**config.mk**
```make
export PLATFORM = sky130hd
export DESIGN_NAME = des_decrypt
export DESIGN_NICKNAME = d
export VERILOG_FILES = /design/src/rtl/des_decrypt.sv
export SDC_FILE = /design/constraint.sdc
export NUM_CORES = 1
export LEC_CHECK = 0
export CAP_MARGIN = 0
export CORE_UTILIZATION = 43
export CTS_CLUSTER_DIAMETER = 200
export DETAILED_ROUTE_END_ITERATION = 7
export DONT_BUFFER_PORTS = 1
export PLACE_DENSITY = 0.67
export SLEW_MARGIN = 25
export SYNTH_ARGS = -nofsm -noshare
export SYNTH_HDL_FRONTEND = slang
export SYNTH_SLANG_ARGS = --single-unit
```
**constraint.sdc**
```tcl
create_clock -name clk -period 7.9 [get_ports clk]
set_input_delay 0.79 -clock clk [delete_from_list [all_inputs] [get_ports clk]]
set_output_delay 0.79 -clock clk [all_outputs]
set_load 0.02 [all_outputs]
```
**src/rtl/des_decrypt.sv**
```systemverilog
// Iterative DES decryption core: one Feistel round per clock, 16 rounds per block.
// Subkeys are produced on the fly by rotating the PC-1 halves right, starting from K16.
module des_decrypt (
  input  logic        clk,
  input  logic        rst,
  input  logic        in_valid,
  output logic        in_ready,
  input  logic [1:64] desIn,
  input  logic [1:64] keyIn,
  output logic        out_valid,
  input  logic        out_ready,
  output logic [1:64] desOut,
  output logic        busy
);

  typedef enum logic [1:0] {S_IDLE, S_ROUND, S_DONE} state_t;

  localparam logic [6:0] IP_T [64] = '{
    58,50,42,34,26,18,10,2, 60,52,44,36,28,20,12,4,
    62,54,46,38,30,22,14,6, 64,56,48,40,32,24,16,8,
    57,49,41,33,25,17,9,1,  59,51,43,35,27,19,11,3,
    61,53,45,37,29,21,13,5, 63,55,47,39,31,23,15,7};

  localparam logic [6:0] FP_T [64] = '{
    40,8,48,16,56,24,64,32, 39,7,47,15,55,23,63,31,
    38,6,46,14,54,22,62,30, 37,5,45,13,53,21,61,29,
    36,4,44,12,52,20,60,28, 35,3,43,11,51,19,59,27,
    34,2,42,10,50,18,58,26, 33,1,41,9,49,17,57,25};

  localparam logic [6:0] E_T [48] = '{
    32,1,2,3,4,5,     4,5,6,7,8,9,       8,9,10,11,12,13,   12,13,14,15,16,17,
    16,17,18,19,20,21, 20,21,22,23,24,25, 24,25,26,27,28,29, 28,29,30,31,32,1};

  localparam logic [6:0] P_T [32] = '{
    16,7,20,21,29,12,28,17, 1,15,23,26,5,18,31,10,
    2,8,24,14,32,27,3,9,    19,13,30,6,22,11,4,25};

  localparam logic [6:0] PC1_T [56] = '{
    57,49,41,33,25,17,9,  1,58,50,42,34,26,18,
    10,2,59,51,43,35,27,  19,11,3,60,52,44,36,
    63,55,47,39,31,23,15, 7,62,54,46,38,30,22,
    14,6,61,53,45,37,29,  21,13,5,28,20,12,4};

  localparam logic [6:0] PC2_T [48] = '{
    14,17,11,24,1,5,   3,28,15,6,21,10,   23,19,12,4,26,8,   16,7,27,20,13,2,
    41,52,31,37,47,55, 30,40,51,45,33,48, 44,49,39,56,34,53, 46,42,50,36,29,32};

  localparam logic [3:0] SBOX [8][64] = '{
    '{14,4,13,1,2,15,11,8,3,10,6,12,5,9,0,7, 0,15,7,4,14,2,13,1,10,6,12,11,9,5,3,8,
      4,1,14,8,13,6,2,11,15,12,9,7,3,10,5,0, 15,12,8,2,4,9,1,7,5,11,3,14,10,0,6,13},
    '{15,1,8,14,6,11,3,4,9,7,2,13,12,0,5,10, 3,13,4,7,15,2,8,14,12,0,1,10,6,9,11,5,
      0,14,7,11,10,4,13,1,5,8,12,6,9,3,2,15, 13,8,10,1,3,15,4,2,11,6,7,12,0,5,14,9},
    '{10,0,9,14,6,3,15,5,1,13,12,7,11,4,2,8, 13,7,0,9,3,4,6,10,2,8,5,14,12,11,15,1,
      13,6,4,9,8,15,3,0,11,1,2,12,5,10,14,7, 1,10,13,0,6,9,8,7,4,15,14,3,11,5,2,12},
    '{7,13,14,3,0,6,9,10,1,2,8,5,11,12,4,15, 13,8,11,5,6,15,0,3,4,7,2,12,1,10,14,9,
      10,6,9,0,12,11,7,13,15,1,3,14,5,2,8,4, 3,15,0,6,10,1,13,8,9,4,5,11,12,7,2,14},
    '{2,12,4,1,7,10,11,6,8,5,3,15,13,0,14,9, 14,11,2,12,4,7,13,1,5,0,15,10,3,9,8,6,
      4,2,1,11,10,13,7,8,15,9,12,5,6,3,0,14, 11,8,12,7,1,14,2,13,6,15,0,9,10,4,5,3},
    '{12,1,10,15,9,2,6,8,0,13,3,4,14,7,5,11, 10,15,4,2,7,12,9,5,6,1,13,14,0,11,3,8,
      9,14,15,5,2,8,12,3,7,0,4,10,1,13,11,6, 4,3,2,12,9,5,15,10,11,14,1,7,6,0,8,13},
    '{4,11,2,14,15,0,8,13,3,12,9,7,5,10,6,1, 13,0,11,7,4,9,1,10,14,3,5,12,2,15,8,6,
      1,4,11,13,12,3,7,14,10,15,6,8,0,5,9,2, 6,11,13,8,1,4,10,7,9,5,0,15,14,2,3,12},
    '{13,2,8,4,6,15,11,1,10,9,3,14,5,0,12,7, 1,15,13,8,10,3,7,4,12,5,6,11,0,14,9,2,
      7,11,4,1,9,12,14,2,0,6,10,13,15,3,5,8, 2,1,14,7,4,10,8,13,15,12,9,0,3,5,6,11}};

  function automatic logic [1:64] perm64(input logic [1:64] x, input logic fp);
    logic [1:64] o;
    for (int unsigned i = 0; i < 64; i++)
      o[i+1] = fp ? x[FP_T[i]] : x[IP_T[i]];
    return o;
  endfunction

  function automatic logic [1:56] pc1(input logic [1:64] k);
    logic [1:56] o;
    for (int unsigned i = 0; i < 56; i++) o[i+1] = k[PC1_T[i]];
    return o;
  endfunction

  function automatic logic [1:48] pc2(input logic [1:56] cd);
    logic [1:48] o;
    for (int unsigned i = 0; i < 48; i++) o[i+1] = cd[PC2_T[i]];
    return o;
  endfunction

  function automatic logic [1:32] f_fn(input logic [1:32] r, input logic [1:48] k);
    logic [1:48] x;
    logic [1:32] s;
    logic [1:32] o;
    logic [1:6]  b;
    for (int unsigned i = 0; i < 48; i++) x[i+1] = r[E_T[i]];
    x = x ^ k;
    for (int unsigned j = 0; j < 8; j++) begin
      b = x[j*6+1 +: 6];
      s[j*4+1 +: 4] = SBOX[j][{b[1], b[6], b[2:5]}];
    end
    for (int unsigned i = 0; i < 32; i++) o[i+1] = s[P_T[i]];
    return o;
  endfunction

  state_t      r_state;
  logic [1:64] r_des;
  logic [1:28] r_c;
  logic [1:28] r_d;
  logic [3:0]  r_rnd;

  logic [1:32] w_f;
  logic [1:32] w_lx;
  logic [1:64] w_next;
  logic        w_rot1;
  logic [1:56] w_cd0;

  assign w_f    = f_fn(r_des[33:64], pc2({r_c, r_d}));
  assign w_lx   = r_des[1:32] ^ w_f;
  // Last round keeps the halves unswapped so FP can be applied directly.
  assign w_next = (r_rnd == 4'd15) ? {w_lx, r_des[33:64]} : {r_des[33:64], w_lx};
  assign w_rot1 = (r_rnd == 4'd0) || (r_rnd == 4'd7) || (r_rnd == 4'd14);
  assign w_cd0  = pc1(keyIn);

  assign in_ready  = (r_state == S_IDLE) || ((r_state == S_DONE) && out_ready);
  assign out_valid = (r_state == S_DONE);
  assign busy      = (r_state == S_ROUND);
  assign desOut    = perm64(r_des, 1'b1);

  always_ff @(posedge clk) begin
    if (rst) begin
      r_state <= S_IDLE;
      r_des   <= '0;
      r_c     <= '0;
      r_d     <= '0;
      r_rnd   <= '0;
    end else begin
      case (r_state)
        S_ROUND: begin
          r_des <= w_next;
          r_c   <= w_rot1 ? {r_c[28], r_c[1:27]} : {r_c[27:28], r_c[1:26]};
          r_d   <= w_rot1 ? {r_d[28], r_d[1:27]} : {r_d[27:28], r_d[1:26]};
          r_rnd <= r_rnd + 4'd1;
          if (r_rnd == 4'd15) r_state <= S_DONE;
        end
        default: begin
          // IDLE and DONE share the accept path; in_ready already qualifies DONE.
          if (in_valid && in_ready) begin
            r_des   <= perm64(desIn, 1'b0);
            r_c     <= w_cd0[1:28];
            r_d     <= w_cd0[29:56];
            r_rnd   <= '0;
            r_state <= S_ROUND;
          end else if (r_state == S_DONE && out_ready) begin
            r_state <= S_IDLE;
          end
        end
      endcase
    end
  end

endmodule

```
==> run summary <==
The flow ran to the end, and the final reports show no timing, DRC or antenna violations. Summed over all cells, the static leakage comes to 4.73 nW. At the end of routability-driven placement, the weighted congestion stood at 0.928. In the final design database the tool counted 1712 nets.

The logs give 0.204 for the share of the yosys chip area belonging to registers and 0 for the final setup violation count. The maximum fanout along the worst path came out at 12. Dividing the detail-routed wire length by the instance count gives 22.5 um. Endpoint kind of the worst setup timing path: a register. For the total negative setup slack, the log shows 0 ps. Setup repair after global routing left no endpoint under its margin. Data arrives at the worst endpoint at 4200 ps. In the synthesized netlist, the number of instances is 1606. The count of hold-fix buffers inserted at cts came out at 0. The worst hold path belongs to the class in2reg.

TritonCTS built the clock tree. The vertical extent of the die works out to 171 um. In this run the cell area of the synthesized design comes to 12300 um^2. For the total length of routed wires, the log shows 42800 um. The number of core rows came out at 61.

Counting flops with a built-in enable in the synthesized netlist gives 0. The post-route fraction of the period consumed by the critical path works out to 0.490. The tools report the aggregate global routing overflow as 0. Pin placement for this block handled 199 I/O pins. Summing over every cut layer, the via total after detailed routing is 12491.

For this run, the leading register cell type out of synthesis is sky130_fd_sc_hd__dfxtp_1. The clock skew after layout was 15.0 ps. CTS saw 126 sinks.

Buffers placed on the I/O ports in this run total 0. The H-tree was split into 4 levels. The tool flagged a number of max-cap violations equal to 0. Excluding fillers, the count of instances in the completed layout stands at 1906.

The number of warnings issued by yosys came out at 0. The tools report the initial detailed-routing violation count as 1653. After routing the design area is 13100 um^2.

Root cell of the clock tree: sky130_fd_sc_hd__clkbuf_16. The library cell used most frequently in the layout, excluding fill and tap cells, is sky130_fd_sc_hd__nand2_1. The wire length of the first global-routing pass was 65900 um; the number of post-CTS setup repair buffers was 0. The starting utilization of the core area was 0.440. The critical path class is reg2reg.

sky130_fd_sc_hd__dfxtp_1 takes more of the synthesized area than any other cell. The tools report the final number of hold-violating endpoints as 0. At the pin with the least slew margin, the transition time is 1070 ps. The pin count of the biggest net entering global routing was 140. The wire-length estimate of the detail-placed layout is 29700 um.

The detail route stage leaves a number of antenna-violating nets equal to 0. Simple-gate share of the synthesized area: 0.212. Counting tap cells, the placed design contains a total of 1874 instances. The area of the die was 29400 um^2.

The layout-stage area growth over the synthesis result came out at 6.23%. The clock reaches the later pin of the worst-skew pair after 430 ps. Clock-pin slew was measured on the worst setup and hold paths at 70 ps. The complex-gate fraction of the synthesized area is 0.289.

In this run the deepest clock path goes through 2 buffers. The synthesized netlist contains 72 unique library cells. Timing would allow up to 0.258 GHz. The multiplexer area fraction after synthesis is 0.0766.

The post-synthesis share of cell area spent on xor and xnor gates is 0.0930, and the count of final max-slew check failures is 0. By area, the combinational part of the netlist is dominated by compound AO/OA/AOI/OAI gates. For the total DRC errors in the routed layout, the log shows 0. The post-synthesis share of cell area spent on full adders, half adders and majority gates was 0.0675; the via density per instance was 6.55. The average footprint of a synthesized cell works out to 7.68 um^2. In this run the power density over the cells is 320 nW/um^2.

Final critical-path required period: 3870 ps. The tools report the initial antenna violation count as 3. The startpoint type of the worst setup path was a register.

Buffers inserted during clock tree synthesis total 17. Number of optimization iterations in the first detailed-route pass: 6. The tools report the share of the core filled with cells in the final layout as 0.468. The async set-reset flop share out of synthesis was 0.

The register bit total from synthesis came out at 126. After detailed placement, the total cell area comes to 12500 um^2. The all-layer global routing usage is 0.290. The run gives 11180 as the via count of the first global-routing pass.

By area the synthesized netlist is led by sky130_fd_sc_hd__dfxtp_1 20%, sky130_fd_sc_hd__nand2_1 6.8%, sky130_fd_sc_hd__ha_1 6.6%. The logs give 2783 for the layout filler cell count and 0.00420 W for the sum of internal, switching and leakage power. Gates resized during post-CTS repair numbered 0. The area of the core region was 28000 um^2; the net count after synthesis was 1803.

The proportion of netlist area held by the largest area contributor was 0.204; the ratio of cells with drive above 1 in the final layout was 0.0838. Leaving out fill and tap cells, the most frequent cells in the layout are 224 x sky130_fd_sc_hd__nand2_1, 126 x sky130_fd_sc_hd__dfxtp_1, 89 x sky130_fd_sc_hd__a21oi_1. At the worst endpoint, the required time is 8220 ps. The worst-case IR drop observed on VDD is 131 uV. The horizontal die dimension is 171 um, and the remaining max-slew budget at the tightest pin is 0.281.
==> power breakdown <==
| part | total (W) | leakage [nW] | internal, W | switching, W |
|---|---|---|---|---|
| Combinational | 0.00242 | 3.43 | 0.000965 | 0.00146 |
| Sequential | 0.000999 | 1.04 | 0.000719 | 0.000280 |
| Clock | 0.000780 | 0.262 | 0.000442 | 0.000339 |
| Total | 0.00420 | 4.73 | 0.00213 | 0.00207 |
==> sequential cells by signal, indices dropped and copies added (netlist names) <==
| register | cells |
|---|---|
| r_d | 28 |
| r_des | 64 |
| r_rnd | 4 |
| r_state | 2 |
| r_c | 28 |
==> cells by family after synthesis <==
kind of cell	Yosys count
mux	64
buf+inv	178
fa+ha+maj	67
simple gates	562
compound gates	496
flops	126
xor+xnor	113
==> final timing paths <==
path	cells past startpoint	startpoint	slack, ps	end
worst min-delay path	1	rst	420	r_des[1]
worst max-delay path	9	r_des[56]	4030	r_des[43]
worst min register to register	2	r_c[9]	500	r_c[9]
worst max register to register	9	r_des[56]	4030	r_des[43]
==> critical path, cell delays in order, from the launching register on <==
cell	delay, ps
sky130_fd_sc_hd__dfxtp_1	700
sky130_fd_sc_hd__xor2_2	600
sky130_fd_sc_hd__clkinv_1	530
sky130_fd_sc_hd__ha_1	360
sky130_fd_sc_hd__mux4_2	460
sky130_fd_sc_hd__nor2_1	90
sky130_fd_sc_hd__a21oi_1	60
sky130_fd_sc_hd__o32ai_1	560
sky130_fd_sc_hd__nor4_1	120
sky130_fd_sc_hd__a221o_1	290
==> synthesized netlist by cell type (43+ instances only) <==
cell and instances:
sky130_fd_sc_hd__a311oi_1 60, sky130_fd_sc_hd__o21ai_0 46, sky130_fd_sc_hd__nand2_1 225, sky130_fd_sc_hd__dfxtp_1 126, sky130_fd_sc_hd__ha_1 65, sky130_fd_sc_hd__xnor2_1 63, sky130_fd_sc_hd__nand3_1 78, sky130_fd_sc_hd__a21oi_1 89
sky130_fd_sc_hd__a211oi_1 76, sky130_fd_sc_hd__clkbuf_1 101, sky130_fd_sc_hd__nor2b_1 58, sky130_fd_sc_hd__nor2_1 78, sky130_fd_sc_hd__nor3_1 43
==> metrics by stage <==
step / worst slack, ps / hold slack [ps]
after detailed placement: 4040 / 482
after global placement: 4110 / 478
final: 4030 / 421
after global routing: 3820 / 422
after CTS: 4030 / 428
after floorplan: 4970 / 474
==> area by class of cell <==
| type | instances | area [um^2] | share of cell area |
|---|---|---|---|
| timing repair buffer | 24 | 184 | 0.0140 |
| clock buffer | 19 | 443 | 0.0338 |
| tap | 378 | 473 | 0.0361 |
| sequential | 126 | 2520 | 0.192 |
| multi-input combinational | 1302 | 9200 | 0.702 |
| inverter | 44 | 165 | 0.0126 |
| antenna | 1 | 2.50 | 0.000191 |
| clock inverter | 12 | 114 | 0.00869 |
==> layer usage <==
layer | GRT usage | share of wire | vias up
li1 | - | - | 5837
met1 | 0.401 | 0.43 | 5957
met2 | 0.431 | 0.43 | 639
met3 | 0.0826 | 0.11 | 58
met4 | 0.0920 | 0.025 | 0
met5 | 0 | 0 | -
(Power assumes the default switching activity.)
